### src/rtl/port_fifo_bridge.sv
// Buffered host I/O port: an inbound (host->CPU) and an outbound
// (CPU->host) first-word-fall-through FIFO with sticky error flags.
module port_fifo_bridge_fifo #(
  parameter  int WIDTH = 8,
  parameter  int DEPTH = 4,
  localparam int AW    = $clog2(DEPTH),
  localparam int CW    = AW + 1
) (
  input  logic             clk,
  input  logic             reset,
  input  logic             push,
  input  logic             pop,
  input  logic [WIDTH-1:0] wdata,
  output logic [WIDTH-1:0] rdata,
  output logic             valid,
  output logic             full,
  output logic [CW-1:0]    count,
  output logic             ovf,
  output logic             unf
);

  logic [WIDTH-1:0] mem_q [DEPTH];
  logic [AW-1:0]    wptr_q, wptr_d;
  logic [AW-1:0]    rptr_q, rptr_d;
  logic [CW-1:0]    cnt_q, cnt_d;
  logic             empty;
  logic             do_push;
  logic             do_pop;

  always_comb begin
    empty   = (cnt_q == '0);
    full    = (cnt_q == CW'(DEPTH));
    do_pop  = pop && !empty;
    // A pop on the same edge frees the slot a full push needs.
    do_push = push && (!full || do_pop);
    ovf     = push && !do_push;
    unf     = pop && empty;
    wptr_d  = wptr_q;
    rptr_d  = rptr_q;
    cnt_d   = cnt_q;
    if (do_push) wptr_d = wptr_q + AW'(1);
    if (do_pop)  rptr_d = rptr_q + AW'(1);
    if (do_push && !do_pop)
      cnt_d = cnt_q + CW'(1);
    else if (!do_push && do_pop)
      cnt_d = cnt_q - CW'(1);
    valid = !empty;
    rdata = empty ? '0 : mem_q[rptr_q];
    count = cnt_q;
  end

  always_ff @(posedge clk) begin
    if (reset) begin
      wptr_q <= '0;
      rptr_q <= '0;
      cnt_q  <= '0;
    end else begin
      wptr_q <= wptr_d;
      rptr_q <= rptr_d;
      cnt_q  <= cnt_d;
    end
  end

  // Storage is deliberately left out of reset.
  always_ff @(posedge clk) begin
    if (do_push && !reset) mem_q[wptr_q] <= wdata;
  end

endmodule

module port_fifo_bridge #(
  parameter  int WIDTH = 8,
  parameter  int DEPTH = 4,
  localparam int CW    = $clog2(DEPTH) + 1
) (
  input  logic             clk,
  input  logic             reset,
  input  logic             port_write,
  input  logic [WIDTH-1:0] port_in,
  output logic             port_full,
  input  logic             port_read,
  output logic [WIDTH-1:0] port_out,
  output logic             port_valid,
  input  logic             cpu_rd,
  output logic [WIDTH-1:0] cpu_rdata,
  output logic             cpu_rvalid,
  input  logic             cpu_wr,
  input  logic [WIDTH-1:0] cpu_wdata,
  output logic             cpu_wfull,
  output logic [CW-1:0]    in_count,
  output logic [CW-1:0]    out_count,
  input  logic             err_clr,
  output logic [3:0]       err_flags
);

  logic       in_ovf, in_unf;
  logic       out_ovf, out_unf;
  logic [3:0] err_q, err_d;

  port_fifo_bridge_fifo #(
    .WIDTH (WIDTH),
    .DEPTH (DEPTH)
  ) u_in (
    .clk   (clk),
    .reset (reset),
    .push  (port_write),
    .pop   (cpu_rd),
    .wdata (port_in),
    .rdata (cpu_rdata),
    .valid (cpu_rvalid),
    .full  (port_full),
    .count (in_count),
    .ovf   (in_ovf),
    .unf   (in_unf)
  );

  port_fifo_bridge_fifo #(
    .WIDTH (WIDTH),
    .DEPTH (DEPTH)
  ) u_out (
    .clk   (clk),
    .reset (reset),
    .push  (cpu_wr),
    .pop   (port_read),
    .wdata (cpu_wdata),
    .rdata (port_out),
    .valid (port_valid),
    .full  (cpu_wfull),
    .count (out_count),
    .ovf   (out_ovf),
    .unf   (out_unf)
  );

  // A new event outranks a clear landing on the same edge.
  always_comb begin
    err_d = err_clr ? 4'b0000 : err_q;
    err_d = err_d | {out_unf, out_ovf, in_unf, in_ovf};
  end

  always_ff @(posedge clk) begin
    if (reset) err_q <= 4'b0000;
    else       err_q <= err_d;
  end

  assign err_flags = err_q;

endmodule

### config.mk
export PLATFORM = sky130hd
export DESIGN_NAME = port_fifo_bridge
export DESIGN_NICKNAME = d
export VERILOG_FILES = /design/src/rtl/port_fifo_bridge.sv
export SDC_FILE = /design/constraint.sdc
export NUM_CORES = 1
export LEC_CHECK = 0
export ABC_AREA = 1
export CORE_UTILIZATION = 45
export CTS_BUF_LIST = sky130_fd_sc_hd__clkbuf_8
export DETAILED_ROUTE_END_ITERATION = 16
export HOLD_SLACK_MARGIN = 0.05
export PLACE_DENSITY = 0.77
export SLEW_MARGIN = 25
export SYNTH_ARGS = -nofsm -noshare
export SYNTH_HDL_FRONTEND = slang
export SYNTH_HIERARCHICAL = 1
export SYNTH_SLANG_ARGS = --single-unit
### constraint.sdc
create_clock -name clk -period 5.2 [get_ports clk]
set_input_delay 1.04 -clock clk [delete_from_list [all_inputs] [get_ports clk]]
set_output_delay 1.04 -clock clk [all_outputs]
set_load 0.01 [all_outputs]
==> run summary, run 1 <==
status = finished clean
WP data arrival = 2.17 ns
total negative slack = 0 ns
Netlist cell types = 21
Final WS setup = 1.99 ns
max-slew violation count = 0
CTS Hold Buffers Added = 0
H-tree depth = 3
ys flop type = edfxtp_1
Synth top area share = 51.8%
first-pass GRT wire length = 11300 um
slew at the pin with the worst max-slew slack = 0.600 ns
Total Power = 2.16 mW
CP required = 4.16 ns
total iterations of the first detailed-routing run = 4
DR vias = 2524
PwrDens = 481 nW/um2
GRT overflow = 0
Routed Antenna Nets = 0
asr flop ratio synth = 0%
Port Buffers = 52
number of endpoints failing setup at the final stage = 0
initial core utilization = 47.3%
Reg clk slew, reported paths = 0.08 ns
critical path class = reg -> out
Fin Clk Skew = 0.00487 ns
Syn Area/Cell = 10.4 um2
relative slew slack = 59.9%
antenna cells = 0
initial antenna violation count = 0
Num Clock Sinks = 86
Post-CTS Setup Bufs = 0
Post-synth EDFFs = 64
io pins = 53
syn_nets = 392
GR Util All Layers = 17.2%
final core utilization = 57.4%
RSZ-0062 raised after global routing = no
flops & latches, synth = 86
First DRT Iteration DRCs = 151
routed len/inst = 13.2 um
die width = 92.8 um
DP HPWL = 4550 um
CTS tree = yes
number of buffers created by CTS = 9
clk buf depth = 2
post-CTS sizing = 0
die height = 92.8 um
CP Capture Type = output port
row count = 32
Final Cycle Share = 61.7%
synth-to-layout area growth = 21.3%
gate count of the mapped netlist = 357
NumNets Final = 447
core area = 7850 um2
worst min path class = reg -> reg
Die ar. = 8610 um2
Setup WS pre-CTS = 2.21 ns
Syn. warnings = 6
Final Routed Wirelength = 6850 um
Vias/cell = 4.86
final hold violations = 0
Post-DP Area = 4280 um2
crit path max fanout = 17
Max Cap Viol = 0
Fmax = 0.312 GHz
leading area contributor after synthesis = edfxtp_1
crit start category = flop
fin area = 4500 um2
gpl congestion = 0.804
Final min period = 3.21 ns
layout cell share with drive strength beyond 1 = 10.1%
register area share after synthesis = 63.7%
peak supply drop = 0.000295 V
Synth Cell Area = 3710 um2
number of remaining DRC errors = 0
top cells by area, synth = edfxtp_1 52%, dfxtp_1 12%, nor2_1 8.1%, a21oi_1 4.3%, inv_1 3.6%
vias in the first global route = 2420
Lkg Pwr = 1.67 nW
largest net degree at the start of global routing = 18
CTS root buf = clkbuf_8
clock latency on the worst-skew pair = 0.34 ns
## Yosys cell counts (6+ instances only)
library cell	n
nor2_1	80
edfxtp_1	64
inv_1	36
a21oi_1	32
nand2_1	28
dfxtp_1	22
o21ai_1	20
o21ai_0	16
ha_1	10
nand3_1	10
inv_2	9
nor2_2	8
nand2_2	6
## flip-flops by register name, summed over array words and instances (netlist names), named ones only
signal / count
u_out/mem_q: 32
u_in/wptr_q: 2
u_out/rptr_q: 2
u_in/rptr_q: 2
u_out/wptr_q: 2
err_flags: 4
u_in/count: 3
u_in/mem_q: 32
u_out/count: 3
## critical path, cell delays in order, from the launching register on
cell	delay (ns)
dfxtp_1	0.71
inv_2	0.26
o21ai_0	0.26
a21oi_1	0.10
clkdlybuf4s50_1	0.50
## worst paths after layout
path	from	slack, ns	cells past startpoint	to
max reg2reg	u_in/count[0]	3.33	13	u_in/count[2]
min reg2reg	err_flags[2]	0.47	2	err_flags[2]
max	flop	1.99	4	port_out[1]
min	err_flags[2]	0.47	2	err_flags[2]
## through the flow
stage	hold slack, ns	cells
finish	0.466	519
global route	0.492	519
CTS	0.473	519
detailed placement	0.454	503
global placement	0.454	503
floorplan	0.459	357
## kinds of logic after synthesis
group | Yosys count | share of synthesized area (%)
DFF | 86 | 63.7
and+or+nand+nor | 138 | 16.1
buffers and inverters | 53 | 6.64
AOI/OAI and AO/OA | 68 | 9.17
adders and majority gates | 12 | 4.45
## layout make-up
class                           instances  area, um2
Fill cell                             671       3350
Sequential cell                        86       2360
Multi-Input combinational cell        218       1100
Timing Repair Buffer                   52        520
Inverter                               45        169
Tap cell                              102        128
Clock buffer                            9        124
Clock inverter                          7       96.3
## cell usage in the layout, fill, tap and decap left out, types with 6 or more instances in the layout
| cell | netlist | routed |
|---|---|---|
| a21oi_1 | 32 | 32 |
| nor2_1 | 80 | 80 |
| o21ai_0 | 16 | 16 |
| nand3_1 | 10 | 10 |
| inv_1 | 36 | 36 |
| clkdlybuf4s50_1 | 0 | 52 |
| nor2_2 | 8 | 8 |
| nand2_2 | 6 | 6 |
| ha_1 | 10 | 10 |
| o21ai_1 | 20 | 20 |
| nand2_1 | 28 | 28 |
| edfxtp_1 | 64 | 64 |
| clkbuf_8 | 0 | 9 |
| dfxtp_1 | 22 | 22 |
| inv_2 | 9 | 9 |
## layer usage
metal	track usage, %	routed length, um
met4	7.69	94
met1	22.2	3160
met2	27.6	3290
met3	3.78	314
met5	0	0
## report_power, final
part / switching [mW] / leakage [nW] / internal [mW]
clock network: 0.234 / 0.104 / 0.272
logic: 0.400 / 0.799 / 0.361
registers: 0.0911 / 0.762 / 0.806
total: 0.724 / 1.67 / 1.44
Note: power is estimated with default switching activity, not from simulation.
==> run 2, diff against run 1 <==
- clock period: 5.2 -> 3.35 ns (I/O delays scaled with it)
==> run summary, run 2 (synthesized netlist as in run 1, its figures left out) <==
gpl congestion = 0.804 (about the same)
Num Clock Sinks = 86 (unchanged)
largest net degree at the start of global routing = 18 (unchanged)
GR Util All Layers = 17.3% (+0.16 points)
worst min path class = reg -> reg
post-CTS sizing = 0 (unchanged)
total iterations of the first detailed-routing run = 5 (+1)
Cell Count, Final, Fillers Out = 519 (unchanged)
Switch Pwr = 1.13 mW (+56%)
peak supply drop = 0.000428 V (+45%)
GRT overflow = 0 (unchanged)
synth-to-layout area growth = 20.1%
CP Capture Type = output port
Reg clk slew, reported paths = 0.09 ns (about the same)
Die ar. = 8610 um2 (unchanged)
Post-CTS Setup Bufs = 0 (unchanged)
total negative slack = 0 ns (unchanged)
Placed Cells = 503 (unchanged)
NumNets Final = 447 (unchanged)
PwrDens = 721 nW/um2 (+50%)
io pins = 53 (unchanged)
clk buf depth = 2 (unchanged)
Max Cap Viol = 0 (unchanged)
status = finished clean
crit start category = flop
slew at the pin with the worst max-slew slack = 0.594 ns (-0.00662 ns)
footprint of the multi-input gates = 1100 um2 (unchanged)
die width = 92.8 um (unchanged)
number of buffers created by CTS = 9 (unchanged)
CP required = 2.68 ns (-1.48 ns)
Vias/cell = 4.91 (+0.87%)
layout cell share with drive strength beyond 1 = 10.1% (unchanged)
Fin Clk Skew = 0.00866 ns (+0.00379 ns)
H-tree depth = 3 (unchanged)
Final Cycle Share = 84.6%
first-pass GRT wire length = 11400 um (+1.3%)
antenna cells = 0 (unchanged)
critical path class = reg -> out
most frequent cells in the layout = 80 x nor2_1, 64 x edfxtp_1, 52 x clkdlybuf4s50_1, 37 x inv_1, 32 x a21oi_1
First DRT Iteration DRCs = 127 (-16%)
Clock power frac = 19.8% (-3.6 points)
Routed Antenna Nets = 0 (unchanged)
vias in the first global route = 2478 (+2.4%)
final hold violations = 0 (unchanged)
initial core utilization = 47.3% (unchanged)
Lkg Pwr = 1.64 nW (-1.5%)
crit path max fanout = 17 (unchanged)
CTS root buf = clkbuf_8
DR vias = 2546 (+0.87%)
CTS Hold Buffers Added = 0 (unchanged)
die height = 92.8 um (unchanged)
sequential cell area = 2360 um2 (unchanged)
flop-to-flop setup slack = 1.47 ns (-1.86 ns)
switching share of total power = 35.2% (+1.7 points)
row count = 32 (unchanged)
Final min period = 2.83 ns
number of remaining DRC errors = 0 (unchanged)
sequential power share = 43.3% (+1.8 points)
DP HPWL = 4710 um (+3.5%)
number of endpoints failing setup at the final stage = 0 (unchanged)
Logic pwr share = 36.9% (+1.7 points)
WP data arrival = 2.16 ns (about the same)
fillcell total = 686 (+2.2%)
CTS tree = yes
most common cell after layout, fill and taps aside = nor2_1
initial antenna violation count = 0 (unchanged)
relative slew slack = 60.4% (+0.44 points)
routed len/inst = 13.3 um (+1.0%)
Final Routed Wirelength = 6920 um (+1.0%)
core area = 7850 um2 (unchanged)
cell-internal power = 2.08 mW (+45%)
RSZ-0062 raised after global routing = no
Port Buffers = 52 (unchanged)
clock latency on the worst-skew pair = 0.35 ns (about the same)
Fmax = 0.353 GHz
max-slew violation count = 0 (unchanged)
[run 2: changes by cell type in the layout (fill, tap and decap cells not counted)]
cell | previous run | this run
bufinv_16 | 2 | 0
clkinvlp_4 | 2 | 4
inv_6 | 2 | 1
inv_1 | 36 | 37
clkinv_1 | 1 | 0
clkinv_4 | 0 | 1
[run 2: worst max-delay path: stages (launching register included)]
cell and delay [ns]:
dfxtp_1 0.71, inv_2 0.26, o21ai_0 0.23, a21oi_1 0.11, clkdlybuf4s50_1 0.50
[run 2: path summary, 6_finish.rpt]
| kind | startpoint | end | cells after the start |
|---|---|---|---|
| max | flop | cpu_rdata[7] | 4 |
| min | err_flags[2] | err_flags[2] | 2 |
| max reg2reg | u_in/count[0] | u_in/count[2] | 13 |
| min reg2reg | err_flags[2] | err_flags[2] | 2 |
[run 2: routing by layer]
metal / part of all wire, % / vias up / GRT usage, %
met1: 45 / 1189 / 21.5
li1: - / 1294 / -
met3: 4.7 / 6 / 4.02
met5: 0 / - / 0
met2: 50 / 57 / 29.7
met4: 0.88 / 0 / 5.77
[run 2: final cells by class]
cell class	count	area share (%)
sequential	86	53.0
multi-input combinational	218	24.7
clock buffer	9	2.78
inverter	45	3.79
tap	102	2.86
clock inverter	7	1.15
timing repair buffer	52	11.7
[run 2: metrics by stage]
step / utilization, % / worst slack (ns) / total power, mW / hold slack (ns) / cell area [um2]
2_1_floorplan: - / 1.43 / 2.08 / 0.459 / 3710
3_3_place_gp: 54.5 / 0.806 / 2.57 / 0.454 / 4280
3_5_place_dp: 54.5 / 0.715 / 2.61 / 0.459 / 4280
4_1_cts: 56.8 / 0.501 / 3.24 / 0.475 / 4460
5_1_grt: 56.8 / 0.329 / 3.43 / 0.497 / 4460
6_report: 56.8 / 0.517 / 3.21 / 0.467 / 4460
[run 2: power by group through the flow]
stage	Sequential (mW)	Clock (mW)	Combinational [mW]
6_report	1.39	0.637	1.18
5_1_grt	1.41	0.698	1.32
4_1_cts	1.39	0.653	1.19
3_5_place_dp	1.42	0	1.19
3_3_place_gp	1.41	0	1.16
2_1_floorplan	1.37	0	0.705
==> run 3, diff against run 2 <==
- PLACE_DENSITY: 0.77 -> 0.8
- clock period: 3.35 -> 2.44 ns (I/O delays scaled with it)
==> run summary, run 3 (synthesized netlist as in run 1, its figures left out) <==
clk buf depth = 2 (unchanged)
crit start category = flop
clock latency on the worst-skew pair = 0.34 ns (about the same)
CP max stage cell = clkdlybuf4s50_1
Worst path top cell family by delay = buffers and inverters
sequential cell area = 2380 um2 (+0.90%)
layout cell share with drive strength beyond 1 = 16.9% (+6.8 points)
Die ar. = 8610 um2 (unchanged)
Buf/Inv on CP = 2 (unchanged)
initial antenna violation count = 0 (unchanged)
Logic pwr share = 39.7% (+2.8 points)
peak supply drop = 0.000611 V (+43%)
status = finished clean
RSZ-0062 raised after global routing = yes
Vias/cell = 4.96 (+1.0%)
initial core utilization = 47.3% (unchanged)
antenna cells = 0 (unchanged)
Fmax = 0.425 GHz
Final Cycle Share = 96.5%
CP Capture Type = output port
CTS root buf = clkbuf_8
die height = 92.8 um (unchanged)
Num Clock Sinks = 86 (unchanged)
Port Buffers = 52 (unchanged)
Lkg Pwr = 1.79 nW (+9.4%)
number of endpoints failing setup at the final stage = 0 (unchanged)
vias in the first global route = 2503 (+1.0%)
WP data arrival = 1.87 ns (-0.29 ns)
core area = 7850 um2 (unchanged)
fillcell total = 697 (+1.6%)
relative slew slack = 64.5% (+4.2 points)
GRT overflow = 0 (unchanged)
Final min period = 2.36 ns
synth-to-layout area growth = 25.7%
Reg clk slew, reported paths = 0.08 ns (about the same)
H-tree depth = 3 (unchanged)
max-slew violation count = 0 (unchanged)
largest net degree at the start of global routing = 18 (unchanged)
CP required = 1.95 ns (-0.73 ns)
NumNets Final = 463 (+3.6%)
DR vias = 2647 (+4.0%)
GR Util All Layers = 17.7% (+0.41 points)
Switch Pwr = 1.61 mW (+43%)
total iterations of the first detailed-routing run = 4 (-1)
crit-path max cell delay = 0.56 ns (-0.15 ns)
Fin Clk Skew = 0.00857 ns (-0.0000967 ns)
DP HPWL = 4850 um (+2.9%)
slew at the pin with the worst max-slew slack = 0.531 ns (-0.0624 ns)
most frequent cells in the layout = 80 x nor2_1, 64 x edfxtp_1, 48 x clkdlybuf4s50_1, 34 x inv_1, 28 x nand2_1
number of buffers created by CTS = 9 (unchanged)
first-pass GRT wire length = 11700 um (+2.3%)
sequential power share = 40.2% (-3.1 points)
worst min path class = reg -> reg
die width = 92.8 um (unchanged)
crit path max fanout = 8 (-9)
routed len/inst = 13.6 um (+1.7%)
First DRT Iteration DRCs = 123 (-3.1%)
Total Power = 4.69 mW (+46%)
critical-path cell list = nor2_4 > nand2_4 > clkinvlp_4 > a21oi_2 > clkdlybuf4s50_1
number of remaining DRC errors = 0 (unchanged)
most common cell after layout, fill and taps aside = nor2_1
row count = 32 (unchanged)
Clock power frac = 20.1% (+0.3 points)
Routed Antenna Nets = 0 (unchanged)
final core utilization = 59.4% (+2.7 points)
Final Routed Wirelength = 7240 um (+4.6%)
io pins = 53 (unchanged)
PwrDens = 1010 nW/um2 (+40%)
Max Cap Viol = 0 (unchanged)
cell-internal power = 3.08 mW (+48%)
CTS tree = yes
footprint of the multi-input gates = 1130 um2 (+3.0%)
critical path class = reg -> out
switching share of total power = 34.4% (-0.80 points)
final hold violations = 0 (unchanged)
gpl congestion = 0.732 (-9.0%)
## run 3: final cells by class
type	instances	area share, %
Sequential cell	86	51.1
Multi-Input combinational cell	218	24.3
Timing Repair Buffer	68	14.0
Inverter	45	3.84
Tap cell	102	2.74
Clock buffer	9	2.66
Clock inverter	6	1.34
## run 3: final timing paths
kind	start	endpoint	slack, ns	cells after the start
setup / recovery	u_in/count[0]	cpu_rdata[1]	0.08	5
setup reg to reg	u_out/count[0]	u_out/count[2]	0.59	12
hold / removal	err_flags[1]	err_flags[1]	0.48	2
hold reg to reg	err_flags[1]	err_flags[1]	0.48	2
## run 3: worst register-to-register path, cell delays in order (launching register included)
cell and delay (ns):
dfxtp_4 0.38, nor2_4 0.14, nand2_4 0.09, nand2_2 0.09, ha_1 0.18, inv_1 0.07, fa_1 0.39, inv_1 0.08
nand2_1 0.06, nand3_1 0.09, nand2_1 0.06, nand2_1 0.06, nor2_1 0.04
## run 3: timing repair
item	in CTS	in global routing
setup endpoints to repair	16	15
pin swaps	0	0
hold buffers	0	0
buffers inserted	0	2
resized for setup	6	22
## run 3: layer usage
layer / GRT usage, % / vias up / routed length [um]
met5: 0 / - / 0
met4: 7.31 / 0 / 76
met3: 3.86 / 5 / 327
met2: 29.4 / 68 / 3700
met1: 22.5 / 1247 / 3140
li1: - / 1327 / -
## run 3: metrics by stage
step / hold WS (ns) / cells / setup TNS [ns] / setup slack, ns / area (um2)
6_report: 0.475 / 534 / 0 / 0.0845 / 4660
3_3_place_gp: 0.451 / 517 / 0 / 0.157 / 4390
4_1_cts: 0.473 / 532 / 0 / 0.0156 / 4580
2_1_floorplan: 0.459 / 357 / 0 / 0.687 / 3710
5_1_grt: 0.491 / 534 / -0.0487 / -0.0274 / 4660
3_5_place_dp: 0.452 / 517 / 0 / 0.0296 / 4390
## run 3: power by group through the flow
stage,Combinational (mW),Clock [mW],Sequential [mW]
after floorplan,0.968,0,1.89
after global placement,1.68,0,1.89
after detailed placement,1.73,0,1.89
after CTS,1.75,0.975,1.87
after global routing,2.04,1.04,1.91
final,1.86,0.942,1.89
